### src/rtl/fifo_write_arbiter_pkg.sv
// Shared definitions for the FIFO write arbiter and its read-side demux.
// Holds the state encoding and the width derivations used by both sides.
package fifo_write_arbiter_pkg;

  typedef enum logic {
    IDLE  = 1'b0,
    BURST = 1'b1
  } arbState_e;

  function automatic int srcWidth(input int numReq);
    return (numReq > 1) ? $clog2(numReq) : 1;
  endfunction

  // MAX_BURST of 0 means unlimited; keep a 1-bit counter so the port widths stay legal.
  function automatic int cntWidth(input int maxBurst);
    return (maxBurst > 0) ? $clog2(maxBurst + 1) : 1;
  endfunction

endpackage

### src/rtl/fifo_write_arbiter_rr_pick.sv
// Combinational rotate-priority picker: first set bit of validIn at or after baseIn,
// wrapping modulo NUM_REQ.
module rr_pick #(
  parameter int NUM_REQ   = 4,
  parameter int SRC_WIDTH = 2
) (
  input  logic [NUM_REQ-1:0]   validIn,
  input  logic [SRC_WIDTH-1:0] baseIn,
  output logic [SRC_WIDTH-1:0] winnerOut,
  output logic                 anyValidOut
);

  // Scan from the farthest offset back to the base so the nearest valid wins last.
  always_comb begin
    int idx;
    idx         = 0;
    winnerOut   = '0;
    anyValidOut = 1'b0;
    for (int off = NUM_REQ - 1; off >= 0; off--) begin
      idx = int'(baseIn) + off;
      if (idx >= NUM_REQ) idx = idx - NUM_REQ;
      if (validIn[idx]) begin
        winnerOut   = SRC_WIDTH'(idx);
        anyValidOut = 1'b1;
      end
    end
  end

endmodule

### src/rtl/fifo_write_arbiter.sv
// Burst-granular round-robin arbiter sharing one FIFO write port among NUM_REQ producers.
//   state | meaning
//   IDLE  | no grant; pick next requester from ptrR onward
//   BURST | grantR owns the write port until a closing beat is accepted
module fifo_write_arbiter
  import fifo_write_arbiter_pkg::*;
#(
  parameter  int NUM_REQ    = 4,
  parameter  int DATA_WIDTH = 32,
  parameter  int MAX_BURST  = 16,
  localparam int SRC_WIDTH  = srcWidth(NUM_REQ),
  localparam int CNT_WIDTH  = cntWidth(MAX_BURST)
) (
  input  logic                          clkIn,
  input  logic                          rstNIn,
  input  logic [NUM_REQ*DATA_WIDTH-1:0] reqDataIn,
  input  logic [NUM_REQ-1:0]            reqValidIn,
  input  logic [NUM_REQ-1:0]            reqLastIn,
  output logic [NUM_REQ-1:0]            reqReadyOut,
  output logic [DATA_WIDTH-1:0]         fifoDataOut,
  output logic                          fifoValidOut,
  input  logic                          fifoReadyIn,
  output logic [SRC_WIDTH-1:0]          fifoSrcOut,
  output logic                          fifoLastOut
);

  localparam logic [SRC_WIDTH-1:0] LAST_IDX  = SRC_WIDTH'(NUM_REQ - 1);
  localparam logic [CNT_WIDTH-1:0] FORCE_CNT = CNT_WIDTH'((MAX_BURST > 0) ? MAX_BURST - 1 : 0);

  arbState_e             stateR, stateNext;
  logic [SRC_WIDTH-1:0]  grantR, grantNext;
  logic [SRC_WIDTH-1:0]  ptrR, ptrNext;
  logic [SRC_WIDTH-1:0]  winner;
  logic [CNT_WIDTH-1:0]  beatCntR, beatCntNext;
  logic                  anyValid;
  logic                  slotFree;
  logic                  accept;
  logic                  forcedLast;
  logic                  beatLast;

  rr_pick #(
    .NUM_REQ  (NUM_REQ),
    .SRC_WIDTH(SRC_WIDTH)
  ) uPick (
    .validIn    (reqValidIn),
    .baseIn     (ptrR),
    .winnerOut  (winner),
    .anyValidOut(anyValid)
  );

  // Output register can take a beat when empty or draining this cycle.
  assign slotFree   = !fifoValidOut || fifoReadyIn;
  assign accept     = (stateR == BURST) && reqValidIn[grantR] && slotFree;
  assign forcedLast = (MAX_BURST > 0) && (beatCntR == FORCE_CNT);
  assign beatLast   = reqLastIn[grantR] || forcedLast;

  always_comb begin
    reqReadyOut = '0;
    if (stateR == BURST) reqReadyOut[grantR] = slotFree;
  end

  always_comb begin
    stateNext   = stateR;
    grantNext   = grantR;
    ptrNext     = ptrR;
    beatCntNext = beatCntR;
    case (stateR)
      IDLE: begin
        if (anyValid) begin
          grantNext   = winner;
          beatCntNext = '0;
          stateNext   = BURST;
        end
      end
      BURST: begin
        if (accept) begin
          beatCntNext = beatCntR + 1'b1;
          if (beatLast) begin
            stateNext = IDLE;
            ptrNext   = (grantR == LAST_IDX) ? '0 : grantR + 1'b1;
          end
        end
      end
      default: stateNext = IDLE;
    endcase
  end

  always_ff @(posedge clkIn or negedge rstNIn) begin
    if (!rstNIn) begin
      stateR   <= IDLE;
      grantR   <= '0;
      ptrR     <= '0;
      beatCntR <= '0;
    end else begin
      stateR   <= stateNext;
      grantR   <= grantNext;
      ptrR     <= ptrNext;
      beatCntR <= beatCntNext;
    end
  end

  always_ff @(posedge clkIn or negedge rstNIn) begin
    if (!rstNIn) begin
      fifoValidOut <= 1'b0;
      fifoDataOut  <= '0;
      fifoSrcOut   <= '0;
      fifoLastOut  <= 1'b0;
    end else if (accept) begin
      fifoValidOut <= 1'b1;
      fifoDataOut  <= reqDataIn[grantR*DATA_WIDTH +: DATA_WIDTH];
      fifoSrcOut   <= grantR;
      fifoLastOut  <= beatLast;
    end else if (fifoReadyIn) begin
      fifoValidOut <= 1'b0;
    end
  end

endmodule

### config.mk
export PLATFORM = sky130hd
export DESIGN_NAME = fifo_write_arbiter
export DESIGN_NICKNAME = d
export VERILOG_FILES = /design/src/rtl/fifo_write_arbiter_pkg.sv /design/src/rtl/fifo_write_arbiter_rr_pick.sv /design/src/rtl/fifo_write_arbiter.sv
export SDC_FILE = /design/constraint.sdc
export NUM_CORES = 1
export LEC_CHECK = 0
export ABC_CLOCK_PERIOD_IN_PS = 4600
export BUFFER_PORTS_ARGS = -buffer_cell sky130_fd_sc_hd__buf_2
export CAP_MARGIN = 10
export CORE_MARGIN = 3
export CORE_UTILIZATION = 45
export DETAILED_ROUTE_END_ITERATION = 16
export GPL_TIMING_DRIVEN = 0
export PLACE_DENSITY = 0.93
export SYNTH_ARGS = -nofsm -noshare
export SYNTH_HDL_FRONTEND = slang
export SYNTH_HIERARCHICAL = 1
export SYNTH_SLANG_ARGS = --single-unit
export TNS_END_PERCENT = 100
### constraint.sdc
create_clock -name clkIn -period 4.6 [get_ports clkIn]
set_clock_uncertainty 0.05 [all_clocks]
set_input_delay 0.46 -clock clkIn [delete_from_list [all_inputs] [get_ports clkIn]]
set_output_delay 0.46 -clock clkIn [all_outputs]
set_load 0.02 [all_outputs]
Word-level counts from Yosys, hierarchy flattened:

Index checks and enable logic that the tools add are counted.

* logic and storage cells: 85
* flip-flop bits (word level): 46
* bits of input ports: 139

* magnitude comparators: 10
* shift operators: 1
* reductions and logical operators: 10
* muxes and demuxes: 41
* bitwise operators: 2
* add/sub/neg operators: 9
* equal/unequal tests: 4

Operator list (number)
* less-than comparator 32 x 4 -> 1 bit, second input constant: 4
* two-way mux 32 bit: 4
* indexed part select 128 x 8 -> 32 bit: 1
* >= comparator 32 x 4 -> 1 bit, second input constant: 3
* subtractor 32 x 4 -> 32 bit, second input constant: 3
* two-way mux 1 bit: 20
* binary-select mux 1 bit (select 2 bit): 6
* two-way mux 2 bit: 5
* two-way mux 5 bit: 2
* case mux 5 bit (2 select lines): 1
* adder 2 x 2 -> 3 bit, second input constant: 2
* adder 5 x 1 -> 5 bit, second input constant: 1
* == test 5 x 4 -> 1 bit, second input constant: 1
* AND 4 bit: 1
* two-way mux 4 bit: 1
* AND reduction 2 bit: 2
* subtractor 2 x 3 -> 4 bit, second input constant: 1
* adder 2 x 1 -> 3 bit, second input constant: 1
* >= comparator 2 x 3 -> 1 bit, second input constant: 1
* logical AND 1 bit: 3
* less-than comparator 2 x 3 -> 1 bit, second input constant: 1
* AND reduction 3 bit: 1
* adder 2 x 1 -> 2 bit, second input constant: 1
* demux 1 bit (select 2 bit): 1
* 9 further kinds: 10

Longest topological paths before layout:

* depth in word-level cells: 12
* depth in mapped cells: 6

Cells and area by module:

Netlist, hierarchy kept.

Modules (own cells, without submodules)
* fifo_write_arbiter: times used 1, cells each 179, area each 2860.2 µm²
* rr_pick: times used 1, cells each 13, area each 77.6 µm²

Worst setup path after synthesis:

OpenSTA, ideal clock, no wires.

* path type: register to output
* start: register grantR[1]
* end: output port reqReadyOut[0]
* path slack: 2660 ps
* required time: 4090 ps
* stages on the path, launching flop included: 6
* buffers on the path: 2
* arrival time: 1430 ps
* cell sequence: dfrtp_1 -> buf_2 -> buf_1 -> inv_1 -> ha_1 -> and3_1

* word-level cells in the longest chain between the ends: 6

Ends and longest elaborated chain
* start, declared: line fifo_write_arbiter.sv:31 `logic [SRC_WIDTH-1:0] grantR, grantNext;`
* start signal, assigned: line fifo_write_arbiter.sv:96 `grantR <= grantNext;`
* less-than comparator 2 x 3 -> 1 bit (not written as such) / >= comparator 2 x 1 -> 1 bit (equally long branches): line fifo_write_arbiter.sv:59 `if (stateR == BURST) reqReadyOut[grantR] = slotFree;`
* logical AND 1 bit (not written as such): line fifo_write_arbiter.sv:59
* two-way mux 1 bit (not written as such): line fifo_write_arbiter.sv:59
* demux 1 bit (select 2 bit) (*): line fifo_write_arbiter.sv:59
* AND 4 bit (no line) (*)
* two-way mux 4 bit (*): line fifo_write_arbiter.sv:59
* end, declared: line fifo_write_arbiter.sv:19 `output logic [NUM_REQ-1:0] reqReadyOut,`

Mark *: on every way between the ends. The rest lies on a longest branch, timed or not.

Worst setup path after layout:

* start: register grantR[1]
* end: output port reqReadyOut[1]

Same word-level chain as after synthesis.

==> results.md <==
- Cell Chain, Critical Path: buf_2 -> buf_1 -> inv_1 -> ha_1 -> and3_1 -> buf_2
- Max Cap Viol: 0
- Lkg Pwr: 2.045 nW
- Startpoint Class: register
- Most common cell after layout, fill and taps aside: buf_2
- Worst slew pin tran: 1044 ps
- Combinational power share: 64.1%
- Max-slew violations: 0
- H-tree levels: 2
- Die width: 86.80 um
- CTS hold repair buffers: 0
- Final TNS setup: 0 ps
- Wire length per cell: 17.89 um
- Root buffer cell: clkbuf_8
- Outcome: finished clean
- Post-synthesis register bit count: 46
- Die area: 0.007534 mm^2
- Initial antenna violation count: 0
- Number of buffers created by CTS: 5
- Most frequent cells in the layout: buf_2 (183), dfrtp_1 (46), mux4_2 (34), mux2_4 (28), o21ai_0 (10)
- DRT iter0 DRCs: 67
- Critical Path Most Common Cell: buf_2
- Largest net degree at the start of global routing: 47
- Global-route wire length before repair: 12450 um
- Ys Warns: 6
- DRT Pass-1 Iters: 4
- Worst-Skew Late Latency: 290 ps
- Clock share of power: 9.1%
- Sw Share: 39.72%
- Post-Syn Nets: 337
- Unrepaired setup endpoints after global routing: no
- Ys flop type: dfrtp_1
- Post-DP HPWL: 6552 um
- Sequential-to-total area share from yosys stat: 39.18%
- Pwr Density: 690.9 mW/mm^2
- Critical path depth: 6
- Period utilization: 60.23%
- Layout area overhead: 36.63%
- CP delay by family, top: buffers and inverters
- Vias: 2426
- Critical path type: reg2out
- Fmax: 0.3609 GHz
- Routed Antenna Nets: 0
- Worst R2R Path Depth: 5
- Sequential cell fraction of total power: 26.8%
- Worst min path class: in2async
- Routability congestion estimate: 0.8196
- Yosys cell types: 30
- Crit end category: primary output
- Layout cells sized above 1: 70.90%
- Nets: 522
- Clk sinks: 46
- Drt total wl: 8105 um
- All-layer global routing usage: 21.35%
- Internal power: 1.672 mW
- N_diodes: 0
- IR drop worst, VDD: 431.5 uV
- # rows: 28
- Initial Util: 47.92%
- CP Buf/Inv Count: 4
- Switching pwr: 1.102 mW
- Max-slew headroom: 30.37%
- Post-CTS Setup Repair Bufs: 0
- EDFF count, synth: 0
- Worst-path fanout max: 10
- DRC errors left: 0
- Vias per cell: 5.355
- Synth async-reset ratio: 100.0%
- CP arrival: 2260 ps
- CP peak stage delay: 520 ps
- GR Overflow Total: 0
- Max Root-Sink Buffers: 2
- TritonCTS clock tree: built
- Vias in the first global route: 2561
- Endpoints failing setup: 0
- I/O pin count: 179
- Util after Layout: 65.47%
- Core ar.: 0.006131 mm^2
- Syn Inst Count: 192
- Tmin final: 2771 ps
- Post-synthesis cell area: 0.002938 mm^2
- Slowest-stage cell, CP: buf_1
- PostCTS Resize Cnt: 0
- Required @ worst endpoint: 4090 ps
- IO Port Bufs: 178
- Fillers: 489
- Clock transition at path regs: 80 ps
- Worst hold margin: 299.5 ps
- Post-Syn Area per Cell: 15.30 um^2
- Die height: 86.80 um
- Final hold vios: 0
==> flip-flops by register name, indices dropped and copies added, names as in the netlist <==
signal        count
fifoLastOut       1
ptrR              2
beatCntR          5
fifoValidOut      1
stateR            1
grantR            2
fifoDataOut      32
fifoSrcOut        2
==> metal layers <==
layer / vias to the layer above / track usage, % / routed length [um]
li1: 1115 / - / -
met1: 1193 / 25.55 / 3031
met2: 114 / 39.89 / 4480
met3: 4 / 3.802 / 543
met4: 0 / 4.249 / 49
met5: - / 0 / 0
==> power groups by stage <==
stage	logic (mW)	clock network, mW	registers [mW]
after CTS	1.80	0.264	0.741
after global placement	1.74	0	0.730
after floorplan	1.14	0	0.933
after detailed placement	1.80	0	0.747
final	1.78	0.252	0.742
after global routing	1.91	0.277	0.769
==> stage by stage <==
stage | cell area [um^2] | total power, mW | cells | worst slack [ps]
6_report | 4014 | 2.773 | 453 | 1829
5_1_grt | 4014 | 2.952 | 453 | 1633
4_1_cts | 4014 | 2.807 | 453 | 1793
3_5_place_dp | 3923 | 2.545 | 445 | 2129
3_3_place_gp | 3923 | 2.474 | 445 | 2206
2_1_floorplan | 2938 | 2.071 | 192 | 2660
==> synthesized netlist by cell type, types with 2 or more instances <==
cell / number / area (um^2)
a31oi_1: 2 / 12.51
and3_1: 5 / 31.28
buf_12: 3 / 60.06
buf_2: 5 / 25.02
clkbuf_1: 3 / 11.26
dfrtp_1: 46 / 1151
ha_1: 6 / 75.07
inv_1: 5 / 18.77
mux2_2: 8 / 90.09
mux2_4: 28 / 420.4
mux2i_1: 2 / 20.02
mux4_2: 34 / 765.7
nand2_1: 7 / 26.28
nand2b_1: 3 / 18.77
nand3_1: 5 / 25.02
nor2_1: 7 / 26.28
o21ai_0: 10 / 50.05
==> final timing paths <==
kind                                     from         endpoint  slack, ps
worst max-delay path                grantR[1]   reqReadyOut[1]       1830
max in group asynchronous              rstNIn  fifoDataOut[14]       3550
worst max register to register      grantR[1]          ptrR[1]       2380
min in group clkIn              fifoSrcOut[1]    fifoSrcOut[1]        450
worst min-delay path                   rstNIn  fifoDataOut[21]        300
worst min register to register  fifoSrcOut[1]    fifoSrcOut[1]        450
==> kinds of logic after synthesis <==
family / count (synthesis) / share of synthesized area [%]
AOI/OAI and AO/OA: 17 / 3.535
xor gates and xnor gates: 1 / 0.2982
adders and majority gates: 6 / 2.555
buffers and inverters: 19 / 4.685
DFF: 46 / 39.18
muxes: 72 / 44.12
and+or+nand+nor: 31 / 5.623
==> layout make-up <==
cell class,instances,area (um^2),share of cell area [%]
Sequential cell,46,1151,28.68
Tap cell,75,93.84,2.338
Clock buffer,7,86.33,2.151
Clock inverter,1,5.005,0.1247
Timing Repair Buffer,178,890.9,22.19
Multi-Input combinational cell,127,1649,41.08
Inverter,5,18.77,0.4676
Buffer,14,118.9,2.961
(Power assumes the default switching activity.)
